`config.mk`:
```
export PLATFORM = sky130hd
export DESIGN_NAME = psram_rx_deser
export DESIGN_NICKNAME = d
export VERILOG_FILES = /design/src/rtl/psram_rx_deser.sv
export SDC_FILE = /design/constraint.sdc
export NUM_CORES = 1
export LEC_CHECK = 0
export ABC_CLOCK_PERIOD_IN_PS = 2000
export BUFFER_PORTS_ARGS = -buffer_cell sky130_fd_sc_hd__buf_2
export CORE_ASPECT_RATIO = 1.5
export CORE_MARGIN = 3
export CORE_UTILIZATION = 48
export CTS_BUF_LIST = sky130_fd_sc_hd__clkbuf_4 sky130_fd_sc_hd__clkbuf_8 sky130_fd_sc_hd__clkbuf_16
export CTS_CLUSTER_DIAMETER = 40
export DETAILED_ROUTE_END_ITERATION = 10
export PLACE_DENSITY = 0.71
export SYNTH_ARGS = -nofsm -noshare
export SYNTH_HDL_FRONTEND = slang
export SYNTH_SLANG_ARGS = --single-unit
```
`constraint.sdc`:
```
create_clock -name sys_clk -period 2 [get_ports sys_clk]
set_clock_uncertainty 0.2 [all_clocks]
set_input_delay 0.2 -clock sys_clk [delete_from_list [all_inputs] [get_ports sys_clk]]
set_output_delay 0.2 -clock sys_clk [all_outputs]
set_load 0.02 [all_outputs]
```
`src/rtl/psram_rx_deser.sv`:
```
// rtl/psram_rx_deser.sv - PSRAM SO-line deserializer: skips the cmd/addr/dummy window, packs MSB-first bytes into a FIFO
// Optional: define PSRAM_RX_CHECKSUM_EN to add the rx_csum XOR-of-bytes output.
module psram_rx_deser #(
    parameter int SKIP_W     = 8,
    parameter int LEN_W      = 8,
    parameter int FIFO_DEPTH = 4
) (
    input  logic              sys_clk,
    input  logic              sys_reset_n,
    input  logic              start,
    input  logic [SKIP_W-1:0] skip_bits,
    input  logic [LEN_W-1:0]  byte_count,
    input  logic              ce_n,
    input  logic              sdi,
    output logic [7:0]        out_data,
    output logic              out_valid,
    input  logic              out_ready,
    output logic              busy,
    output logic              done,
    output logic              aborted,
    output logic              overflow
`ifdef PSRAM_RX_CHECKSUM_EN
    ,
    output logic [7:0]        rx_csum
`endif
);

    localparam int AW = $clog2(FIFO_DEPTH);

    typedef enum logic [1:0] {
        S_IDLE = 2'd0,
        S_SKIP = 2'd1,
        S_DATA = 2'd2,
        S_DONE = 2'd3
    } state_t;

    state_t            state_q, state_d;
    logic [SKIP_W-1:0] skip_cnt_q, skip_cnt_d;
    logic [LEN_W-1:0]  byte_cnt_q, byte_cnt_d;
    logic [2:0]        bit_cnt_q, bit_cnt_d;
    logic [6:0]        shift_q, shift_d;
    logic              ce_n_q, ce_n_d;
    logic              zero_done_q, zero_done_d;
    logic              aborted_q, aborted_d;
    logic              overflow_q, overflow_d;
    logic [AW:0]       wr_ptr_q, wr_ptr_d;
    logic [AW:0]       rd_ptr_q, rd_ptr_d;
    logic [7:0]        mem_q [FIFO_DEPTH];
    logic [7:0]        mem_d [FIFO_DEPTH];
`ifdef PSRAM_RX_CHECKSUM_EN
    logic [7:0]        csum_q, csum_d;
`endif

    logic       sample;
    logic       ce_rise;
    logic       byte_valid;
    logic [7:0] byte_data;
    logic       fifo_full;
    logic       fifo_pop;
    logic       push_ok;

    // Capture FSM, bit/byte packing, FIFO pointer and sticky-flag updates
    always_comb begin
        state_d     = state_q;
        skip_cnt_d  = skip_cnt_q;
        byte_cnt_d  = byte_cnt_q;
        bit_cnt_d   = bit_cnt_q;
        shift_d     = shift_q;
        ce_n_d      = ce_n;
        zero_done_d = 1'b0;
        aborted_d   = aborted_q;
        overflow_d  = overflow_q;
        wr_ptr_d    = wr_ptr_q;
        rd_ptr_d    = rd_ptr_q;
        mem_d       = mem_q;
`ifdef PSRAM_RX_CHECKSUM_EN
        csum_d      = csum_q;
`endif
        byte_valid  = 1'b0;
        byte_data   = {shift_q, sdi};

        // The chip clock only runs while selected, so only those edges carry bits
        sample  = ((state_q == S_SKIP) || (state_q == S_DATA)) && !ce_n;
        // A deselect while bits are still owed means the command engine gave up
        ce_rise = ce_n && !ce_n_q;

        case (state_q)
            S_IDLE: begin
                if (start) begin
                    if (byte_count != '0) begin
                        skip_cnt_d = skip_bits;
                        byte_cnt_d = byte_count;
                        bit_cnt_d  = 3'd0;
                        shift_d    = 7'd0;
                        aborted_d  = 1'b0;
                        overflow_d = 1'b0;
`ifdef PSRAM_RX_CHECKSUM_EN
                        csum_d     = 8'd0;
`endif
                        state_d    = (skip_bits != '0) ? S_SKIP : S_DATA;
                    end else begin
                        zero_done_d = 1'b1;
                    end
                end
            end
            S_SKIP: begin
                if (ce_rise) begin
                    aborted_d = 1'b1;
                    state_d   = S_IDLE;
                end else if (sample) begin
                    skip_cnt_d = skip_cnt_q - SKIP_W'(1);
                    if (skip_cnt_q == SKIP_W'(1)) begin
                        state_d = S_DATA;
                    end
                end
            end
            S_DATA: begin
                if (ce_rise) begin
                    // Partial byte is thrown away; FIFO contents stay
                    aborted_d = 1'b1;
                    bit_cnt_d = 3'd0;
                    state_d   = S_IDLE;
                end else if (sample) begin
                    shift_d   = {shift_q[5:0], sdi};
                    bit_cnt_d = bit_cnt_q + 3'd1;
                    if (bit_cnt_q == 3'd7) begin
                        byte_valid = 1'b1;
                        byte_cnt_d = byte_cnt_q - LEN_W'(1);
                        if (byte_cnt_q == LEN_W'(1)) begin
                            state_d = S_DONE;
                        end
                    end
                end
            end
            S_DONE: begin
                state_d = S_IDLE;
            end
            default: begin
                state_d = S_IDLE;
            end
        endcase

        fifo_full = (wr_ptr_q[AW] != rd_ptr_q[AW]) &&
                    (wr_ptr_q[AW-1:0] == rd_ptr_q[AW-1:0]);
        fifo_pop  = (wr_ptr_q != rd_ptr_q) && out_ready;
        // A simultaneous pop frees the slot, so a push into a full FIFO still lands
        push_ok   = byte_valid && (!fifo_full || fifo_pop);

        if (fifo_pop) begin
            rd_ptr_d = rd_ptr_q + 1'b1;
        end
        if (push_ok) begin
            mem_d[wr_ptr_q[AW-1:0]] = byte_data;
            wr_ptr_d = wr_ptr_q + 1'b1;
        end
        if (byte_valid && !push_ok) begin
            overflow_d = 1'b1;
        end
`ifdef PSRAM_RX_CHECKSUM_EN
        // Dropped bytes still count: the checksum reflects what the chip sent
        if (byte_valid) begin
            csum_d = csum_q ^ byte_data;
        end
`endif
    end

    // State and datapath registers; reset discards everything without pulses
    always_ff @(posedge sys_clk or negedge sys_reset_n) begin
        if (!sys_reset_n) begin
            state_q     <= S_IDLE;
            skip_cnt_q  <= '0;
            byte_cnt_q  <= '0;
            bit_cnt_q   <= 3'd0;
            shift_q     <= 7'd0;
            ce_n_q      <= 1'b1;
            zero_done_q <= 1'b0;
            aborted_q   <= 1'b0;
            overflow_q  <= 1'b0;
            wr_ptr_q    <= '0;
            rd_ptr_q    <= '0;
            for (int i = 0; i < FIFO_DEPTH; i++) begin
                mem_q[i] <= 8'd0;
            end
`ifdef PSRAM_RX_CHECKSUM_EN
            csum_q      <= 8'd0;
`endif
        end else begin
            state_q     <= state_d;
            skip_cnt_q  <= skip_cnt_d;
            byte_cnt_q  <= byte_cnt_d;
            bit_cnt_q   <= bit_cnt_d;
            shift_q     <= shift_d;
            ce_n_q      <= ce_n_d;
            zero_done_q <= zero_done_d;
            aborted_q   <= aborted_d;
            overflow_q  <= overflow_d;
            wr_ptr_q    <= wr_ptr_d;
            rd_ptr_q    <= rd_ptr_d;
            mem_q       <= mem_d;
`ifdef PSRAM_RX_CHECKSUM_EN
            csum_q      <= csum_d;
`endif
        end
    end

    assign out_data  = mem_q[rd_ptr_q[AW-1:0]];
    assign out_valid = (wr_ptr_q != rd_ptr_q);
    assign busy      = (state_q != S_IDLE);
    assign done      = (state_q == S_DONE) || zero_done_q;
    assign aborted   = aborted_q;
    assign overflow  = overflow_q;
`ifdef PSRAM_RX_CHECKSUM_EN
    assign rx_csum   = csum_q;
`endif

endmodule

```
# Yosys cells after proc, flatten, opt, wreduce, memory -nomap -nowiden
# Index checks and enable logic that the tools add are counted.
[totals]
regBits = 70
input_bits = 22
out_inout_bits = 13
elab_cells = 130
[op_classes]
n_addsub = 5
magnitude_cmp = 3
eq_ne = 22
mux = 51
bitwise = 2
reduce_logical = 32
[ops]
columns = ["operator", "count"]
rows = [
  ["8-bit 2-to-1 mux", 12],
  ["32-bit bitwise mux", 1],
  ["8-bit case mux with 2 select lines", 2],
  ["7-bit 2-to-1 mux", 4],
  ["2-bit 2-to-1 mux", 10],
  ["8-bit binary-select mux with 2-bit select", 1],
  ["8-bit demux with 2-bit select", 1],
  ["8-bit by 1-bit equality test with 1-bit output (second input constant)", 2],
  ["8-bit nonzero test", 2],
  ["8-bit by 1-bit subtractor with 8-bit output (second input constant)", 2],
  ["7-bit case mux with 2 select lines", 1],
  ["2-bit nonzero test", 7],
  ["1-bit 2-to-1 mux", 12],
  ["3-bit 2-to-1 mux", 4],
  ["2-bit inequality test (second input constant)", 6],
  ["5-bit AND reduction", 2],
  ["3-bit by 1-bit adder with 3-bit output (second input constant)", 3],
  ["3-bit by 2-bit inequality test with 1-bit output (second input constant)", 3],
  ["2-bit case mux with 4 select lines", 1],
  ["4-bit AND reduction", 2],
  ["1-bit logical AND", 7],
  ["7-bit AND reduction", 1],
  ["3-bit >= comparator (second input constant)", 2],
  ["3-bit inequality test (second input constant)", 2],
  ["17 further kinds", 25],
]

# Logic depth before layout (Yosys ltp)
# Gate-level depths: netlist (run 1).
[depth]
ltp_word = 11
depth_mapped = 9
mapped_depth_nobuf = 7

# Worst setup path after synthesis (run 1)
# No wires, ideal clock.
[synth_timing]
path_type = "reg-to-reg"
from = "register state_q[0]"
to = "register skip_cnt_q[7]"
t_arrival_ns = 1.801
setup_slack_ns = -0.128
path_stages_with_launch = 9
n_path_buf = 1
period_less_slack_ns = 2.128
cell_sequence = "dfrtp_1 -> inv_1 -> ha_1 -> inv_1 -> or3_4 -> nand2_2 -> buf_6 -> nor2_1 -> a221o_1"
[synth_via]
elab_chain_len = 5
[synth_lines]
columns = ["item", "line_no", "rtl"]
rows = [
  ["start: declaration", "37", "state_t state_q, state_d;"],
  ["start signal: assignment", "188", "state_q <= state_d;"],
  ["2-bit by 1-bit equality test with 1-bit output / 2-bit equality test (equally long branches)", "83, 87", ""],
  ["1-bit logical OR", "83", "sample = ((state_q == S_SKIP) || (state_q == S_DATA)) && !ce_n;"],
  ["1-bit logical AND", "83", ""],
  ["2-bit inequality test (no source line)", "-", ""],
  ["5-bit AND reduction (no source line)", "-", ""],
  ["end signal: assignment", "189", "skip_cnt_q <= skip_cnt_d;"],
  ["end: declaration", "38", "logic [SKIP_W-1:0] skip_cnt_q, skip_cnt_d;"],
]
# Several ways; a longest one is shown, not always the timed one.
# A chain may end at the register's enable or synchronous reset.

# Final worst setup path (run 1)
[layout_timing]
from = "register bit_cnt_q[1]"
to = "register mem_q[7] in the netlist's numbering"
[layout_via]
elab_chain_len = 6
[layout_lines]
columns = ["item", "line_no", "rtl"]
rows = [
  ["start: declaration", "40", "logic [2:0] bit_cnt_q, bit_cnt_d;"],
  ["start signal: assignment", "191", "bit_cnt_q <= bit_cnt_d;"],
  ["3-bit equality test", "126", "if (bit_cnt_q == 3'd7) begin"],
  ["1-bit 2-to-1 mux", "126", ""],
  ["1-bit 2-to-1 mux", "123", "end else if (sample) begin"],
  ["1-bit 2-to-1 mux", "118", "if (ce_rise) begin"],
  ["1-bit 2-to-1 mux", "87", "case (state_q)"],
  ["1-bit logical AND", "147", "push_ok = byte_valid && (!fifo_full || fifo_pop);"],
  ["end signal: assignment", "199", "mem_q <= mem_d;"],
  ["end: declaration", "48", "logic [7:0] mem_q [FIFO_DEPTH];"],
]
# Every way passes these cells.

==> metrics.cfg, run 1 <==
[floorplan]
core_area_sq_um=7370
pin_count=35
dieArea_sq_um=8800
rows=38
die_x_um=77.6
initial_core_util_pct=50.1
die_height_um=113

[critical_path]
critical_path.max_stage_delay_ps=360
cp.required_ps=2030
start_kind=flip-flop
cp_top_family=simple AND/OR/NAND/NOR gates
path_buf_inv=1
crit_chain=ha_2 -> ha_4 -> nor2b_4 -> nand3_4 -> a31oi_4 -> buf_6 -> nand2_8 -> mux2_2
cp_slowest_cell=dfrtp_1
crit_fanout=9
cp.arrival_ps=2090
crit_path_end_kind=flip-flop
crit_type=flip-flop to flip-flop

[synthesis]
synth-main-ff-cell=dfrtp_1
syn_area_sq_um=3690
synth_nets=366
synth_cell_types=54
synth.most_common_cell=dfrtp_1
synthTopCellsByArea=dfrtp_1 (47%), mux2_2 (11%), ha_1 (5.4%), mux4_2 (4.9%), nand2_1 (3.8%)
synth_async_sr_flop_share_pct=100
yosysTopAreaCellShare_pct=46.8
ys_ff_latch=70
synth-edff-count=0
yosysTopAreaCell=dfrtp_1
netlist_instances=328
synth_seq_area_share_pct=47.5
synth.avg_cell_area_sq_um=11.3
yosys-top-cells-count=dfrtp_1 (69), nand2_1 (37), mux2_2 (35), o21ai_0 (21), nor2_1 (17)
ys_warn_count=0

[sta]
period_minus_slack_ps=2060
slew_violations=0
fmax_ghz=0.486
fin_crit_sh_pct=103
hold_viol=0
timing.slew.headroom_pct=57.2
setup_violations=38
setup_ws_ps=-59.1
rsz0062_at_grt=yes
worst_slew_pin_slew_ps=642
whs_ps=33.6

[cells_and_area]
final_core_util_pct=69.5
n_fill_cell=552
ff_latch_area_sq_um=1750
diodes=0
syn_to_final_growth_pct=38.7
multi_input_area_sq_um=2020
nNetsFinal=485
drive_gt1_share_pct=44.8

[routing]
vias_per_cell=5.42
drt-initial-drc-count=92
drt_wl_total_um=8930
first_pass_iters=4
drc_errors=0
vias=2985
avgRoutedWirePerCell_um=16.2
drt.antenna.violating_nets=0

[cts]
clock_sinks=70
clk-insertion-delay-late_ps=340
root_buffer=clkbuf_8
cts_buffers=9
htreeDepth=3
cts_tree=done
clk_pin_slew_ps=70
clockBufferDepth=2

[global_route]
grt_pass1_wl_um=14600
grt_pass1_vias=3145
antenna_found_initial=0
grt-ovfl-total=0
grtUsageTotal_pct=21.1
grt_max_degree=27

[place]
place_hpwl_um=6170
place_ws_ps=-230
place_congestion=0.903
port_buffers=34

[power_and_ir_drop]
p_total_mw=5.93
pwr-share-clk_pct=19.0
net-switching-power_mw=2.15
pwr-share-seq_pct=32.6
vdd_ir_drop_max_v=0.000842
total_leakage_power_nw=2.41
pwr-share-comb_pct=48.4
p_int_mw=3.79
swShare_pct=36.2
p_per_area_nw_per_um2=1160

[min_path]
hold_path_class=input port to flip-flop

[status]
violations=setup timing
status=finished with violations

[run]
cap_violations=0

==> worst reg2reg max path, stage by stage (launching register included) <==
cell and delay [ps]:
dfrtp_1 360, ha_2 200, ha_4 140, nor2b_4 190
nand3_4 100, a31oi_4 200, buf_6 180, nand2_8 90
mux2_2 300
==> through the flow <==
stage / setup TNS [ps] / cell area [sq um] / instances
finish: -1190 / 5120 / 551
CTS: -210 / 4930 / 546
global placement: -5720 / 4400 / 506
global route: -4890 / 5120 / 551
floorplan: -446 / 3730 / 328
detailed placement: -7770 / 4400 / 506
==> path summary, 6_finish.rpt <==
path / start / depth (start not counted) / slack (ps) / to
worst min-delay path: byte_count[6] / 3 / 30 / byte_cnt_q[6]
worst min register to register: wr_ptr_q[2] / 1 / 300 / wr_ptr_q[2]
min in group asynchronous: sys_reset_n / 2 / 210 / mem_q[16]
worst max register to register: bit_cnt_q[1] / 8 / -60 / mem_q[7]
max in group asynchronous: sys_reset_n / 3 / 830 / shift_q[3]
worst max-delay path: bit_cnt_q[1] / 8 / -60 / mem_q[7]
==> power by group through the flow <==
stage / registers [mW] / clock network, mW / logic [mW]
final: 1.94 / 1.13 / 2.87
after global routing: 1.96 / 1.23 / 3.14
after CTS: 1.90 / 1.16 / 2.64
after detailed placement: 1.92 / 0 / 2.41
after global placement: 1.91 / 0 / 2.36
after floorplan: 1.89 / 0 / 1.46
==> kinds of logic after synthesis <==
logic type                 share of synthesized area, %
adders and majority gates                          5.42
muxes                                              16.9
AOI/OAI and AO/OA                                  10.3
and+or+nand+nor                                    14.8
xor gates and xnor gates                           1.66
DFF                                                47.5
buffers and inverters                              3.39
==> cell type report <==
cell class | count | area share [%]
clock buffer | 11 | 2.84
clock inverter | 4 | 0.929
inverter | 14 | 1.03
multi-input combinational | 233 | 39.5
sequential | 70 | 34.3
tap | 100 | 2.44
timing repair buffer | 119 | 19.0
==> what timing repair did <==
action                     CTS  global route
hold endpoints to repair    39             0
buffers inserted            12             4
gates resized for setup     22            39
cloned                       0             1
pin swaps                    6             6
setup endpoints to repair   53            61
hold buffers                13             0
==> metal layers <==
layer	vias up	GRT usage (%)	share of wire, %
met1	1474	24.1	41
met3	22	3.95	2.8
met4	0	9.74	2.8
met5	-	0	0
met2	53	37.6	54
li1	1436	-	-
==> registers in the layout, summed over array words and instances, names as in the netlist <==
| register | count |
|---|---|
| byte_cnt_q | 8 |
| overflow | 1 |
| aborted | 1 |
| state_q | 2 |
| skip_cnt_q | 8 |
| wr_ptr_q | 3 |
| ce_n_q | 1 |
| bit_cnt_q | 3 |
| rd_ptr_q | 3 |
| shift_q | 7 |
| mem_q | 32 |
| zero_done_q | 1 |
==> placed cells by master (no fill, tap or decap), drive strengths merged, types with 2 or more instances in the layout <==
| master | n |
|---|---|
| nor3b | 4 |
| or4 | 3 |
| and4 | 4 |
| mux2i | 5 |
| mux2 | 35 |
| a41o | 2 |
| mux4 | 8 |
| o21ai | 21 |
| nand4 | 2 |
| clkinv | 2 |
| o22ai | 3 |
| nand2 | 38 |
| xnor2 | 7 |
| a21o | 2 |
| buf | 105 |
| o211ai | 2 |
| nand2b | 4 |
| dfrtp | 69 |
| a221o | 2 |
| inv | 14 |
| nor4 | 5 |
| a21oi | 7 |
| nor3 | 10 |
| a22o | 4 |
| nor2b | 4 |
| ha | 16 |
| or2 | 2 |
| nand3 | 9 |
| dlygate4sd3 | 13 |
| nor2 | 17 |
| clkbuf | 12 |
No activity file was read; power rests on OpenSTA's default activity.
==> run 2: changes to the inputs <==
--- a/config.mk
+++ b/config.mk
@@ -7,13 +7,15 @@
 export LEC_CHECK = 0
 export ABC_CLOCK_PERIOD_IN_PS = 2000
 export BUFFER_PORTS_ARGS = -buffer_cell sky130_fd_sc_hd__buf_2
+export CAP_MARGIN = 20
 export CORE_ASPECT_RATIO = 1.5
-export CORE_MARGIN = 3
+export CORE_MARGIN = 5
 export CORE_UTILIZATION = 48
 export CTS_BUF_LIST = sky130_fd_sc_hd__clkbuf_4 sky130_fd_sc_hd__clkbuf_8 sky130_fd_sc_hd__clkbuf_16
 export CTS_CLUSTER_DIAMETER = 40
 export DETAILED_ROUTE_END_ITERATION = 10
 export PLACE_DENSITY = 0.71
+export SLEW_MARGIN = 20
 export SYNTH_ARGS = -nofsm -noshare
 export SYNTH_HDL_FRONTEND = slang
 export SYNTH_SLANG_ARGS = --single-unit
==> metrics.cfg, run 2 (synthesis results as in run 1) <==
[global_route]
grt-ovfl-total=0  ; unchanged
grt_max_degree=26  ; was 27
antenna_found_initial=0  ; unchanged
grtUsageTotal_pct=20.4  ; was 21.1%
grt_pass1_vias=3200  ; was 3145
grt_pass1_wl_um=15400  ; was 14600 um

[cts]
htreeDepth=3  ; unchanged
clock_sinks=70  ; unchanged
clk_pin_slew_ps=60  ; was 70 ps
cts_tree=done  ; unchanged
clockBufferDepth=2  ; unchanged
cts_buffers=9  ; unchanged
root_buffer=clkbuf_16  ; was clkbuf_8
clk-insertion-delay-late_ps=340  ; about the same

[cells_and_area]
syn_to_final_growth_pct=41.8  ; was 38.7%
multi_input_area_sq_um=2060  ; was 2020 sq um
final_core_util_pct=69.2  ; was 69.5%
largest_reg_flops=32  ; unchanged
drive_gt1_share_pct=44.6  ; was 44.8%
final_cell_mix=dfrtp_1 (69), buf_4 (52), mux2_2 (33), buf_2 (33), nand2_1 (32)  ; was dfrtp_1 (68), buf_4 (63), mux2_2 (35)
diodes=0  ; unchanged
top_register=mem_q  ; unchanged
nNetsFinal=479  ; was 485
reg_top3=mem_q (32), byte_cnt_q (8), skip_cnt_q (8)  ; unchanged
mostFrequentLayoutCell=dfrtp_1  ; unchanged
ff_latch_area_sq_um=1750  ; about the same
n_fill_cell=536  ; was 552

[critical_path]
start_kind=flip-flop  ; unchanged
crit_type=flip-flop to flip-flop  ; unchanged
cp.arrival_ps=2070  ; was 2090 ps
cp.required_ps=2020  ; was 2030 ps
crit_fanout=8  ; was 9
crit_start=bit_cnt_q[0]  ; was bit_cnt_q[1]
reg2reg_slack_ps=-50  ; was -60 ps
r2r_cells=8  ; unchanged
reg2reg_to=mem_q[16]  ; was mem_q[7]
crit_path_end_kind=flip-flop  ; unchanged
endpoint=mem_q[16]  ; was mem_q[7]
worstReg2RegStart=bit_cnt_q[0]  ; was bit_cnt_q[1]

[floorplan]
initial_core_util_pct=48.8  ; was 50.1%
dieArea_sq_um=9580  ; was 8800 sq um
pin_count=35  ; unchanged
die_height_um=117  ; was 113 um
rows=39  ; was 38
die_x_um=81.6  ; was 77.6 um
core_area_sq_um=7560  ; was 7370 sq um

[sta]
whs_ps=12.5  ; was 33.6 ps
slew_violations=0  ; unchanged
period_minus_slack_ps=2050  ; was 2060 ps
tns_ps=-783  ; was -1190 ps
hold_viol=0  ; unchanged
worst_slew_pin_slew_ps=661  ; was 642 ps
setup_violations=34  ; was 38
fin_crit_sh_pct=103  ; about the same
fmax_ghz=0.487  ; was 0.486 GHz
rsz0062_at_grt=yes  ; unchanged
setup_ws_ps=-54.7  ; was -59.1 ps
timing.slew.headroom_pct=55.9  ; was 57.2%

[routing]
vias_per_cell=5.54  ; was 5.42
drc_errors=0  ; unchanged
drt.antenna.violating_nets=0  ; unchanged
vias=3037  ; was 2985
first_pass_iters=4  ; unchanged
avgRoutedWirePerCell_um=17.1  ; was 16.2 um
drt-initial-drc-count=148  ; was 92
drt_wl_total_um=9370  ; was 8930 um

[power_and_ir_drop]
total_leakage_power_nw=2.46  ; was 2.41 nW
p_per_area_nw_per_um2=1280  ; was 1160 nW/um^2
p_total_mw=6.69  ; was 5.93 mW
vdd_ir_drop_max_v=0.000868  ; was 0.000842 V

[place]
port_buffers=34  ; unchanged
place_hpwl_um=6140  ; was 6170 um
place_congestion=0.860  ; was 0.903

[run]
cap_violations=0  ; unchanged

[status]
violations=setup timing  ; unchanged
status=finished with violations  ; unchanged

[min_path]
worstHoldStart=skip_bits[1]  ; was byte_count[6]
hold_path_class=input port to flip-flop  ; unchanged

==> run 2: area by class of cell <==
class | instances | share of cell area [%]
sequential | 70 | 33.5
inverter | 14 | 1.00
clock buffer | 9 | 4.30
multi-input combinational | 233 | 39.4
tap | 102 | 2.44
clock inverter | 7 | 2.32
timing repair buffer | 113 | 17.1
==> run 2: per-layer routing <==
layer / vias up / GRT usage (%) / part of all wire (%)
li1: 1430 / - / -
met1: 1523 / 24.6 / 39
met2: 66 / 36.0 / 56
met3: 18 / 3.22 / 3.1
met4: 0 / 7.07 / 2.0
met5: - / 0 / 0
==> run 2: where the power goes <==
group          total, mW  switching (mW)  internal, mW
sequential          1.94           0.280          1.66
combinational       2.86            1.38          1.48
clock               1.88           0.657          1.22
==> run 2: through the flow <==
stage	cells	worst slack (ps)	instance area, sq um
detailed placement	499	-221	4340
finish	548	-54.7	5240
CTS	542	-27.8	5070
floorplan	328	-17.9	3730
global placement	499	-162	4340
global route	548	-118	5240
==> run 2: timing repair <==
action | CTS | global route
hold buffers | 12 | 0
endpoints found under the hold margin | 35 | 0
pin swaps | 7 | 7
resized for setup | 30 | 31
setup endpoints to repair | 52 | 60
buffers inserted | 15 | 6
==> run 2: worst min-delay path by stage <==
stage                    endpoint  depth (start not counted)
floorplan                 aborted                          0
global placement        mem_q[30]                          1
detailed placement       mem_q[6]                          1
CTS                 skip_cnt_q[1]                          3
global route        byte_cnt_q[6]                          3
finish              skip_cnt_q[1]                          3
==> run 2: critical path, cell delays in order, from the launching register on <==
cell	delay [ps]
dfrtp_1	350
ha_2	200
ha_4	130
nor2b_4	170
nand3_4	100
a31oi_4	240
buf_6	160
nand2_8	80
mux2_4	310
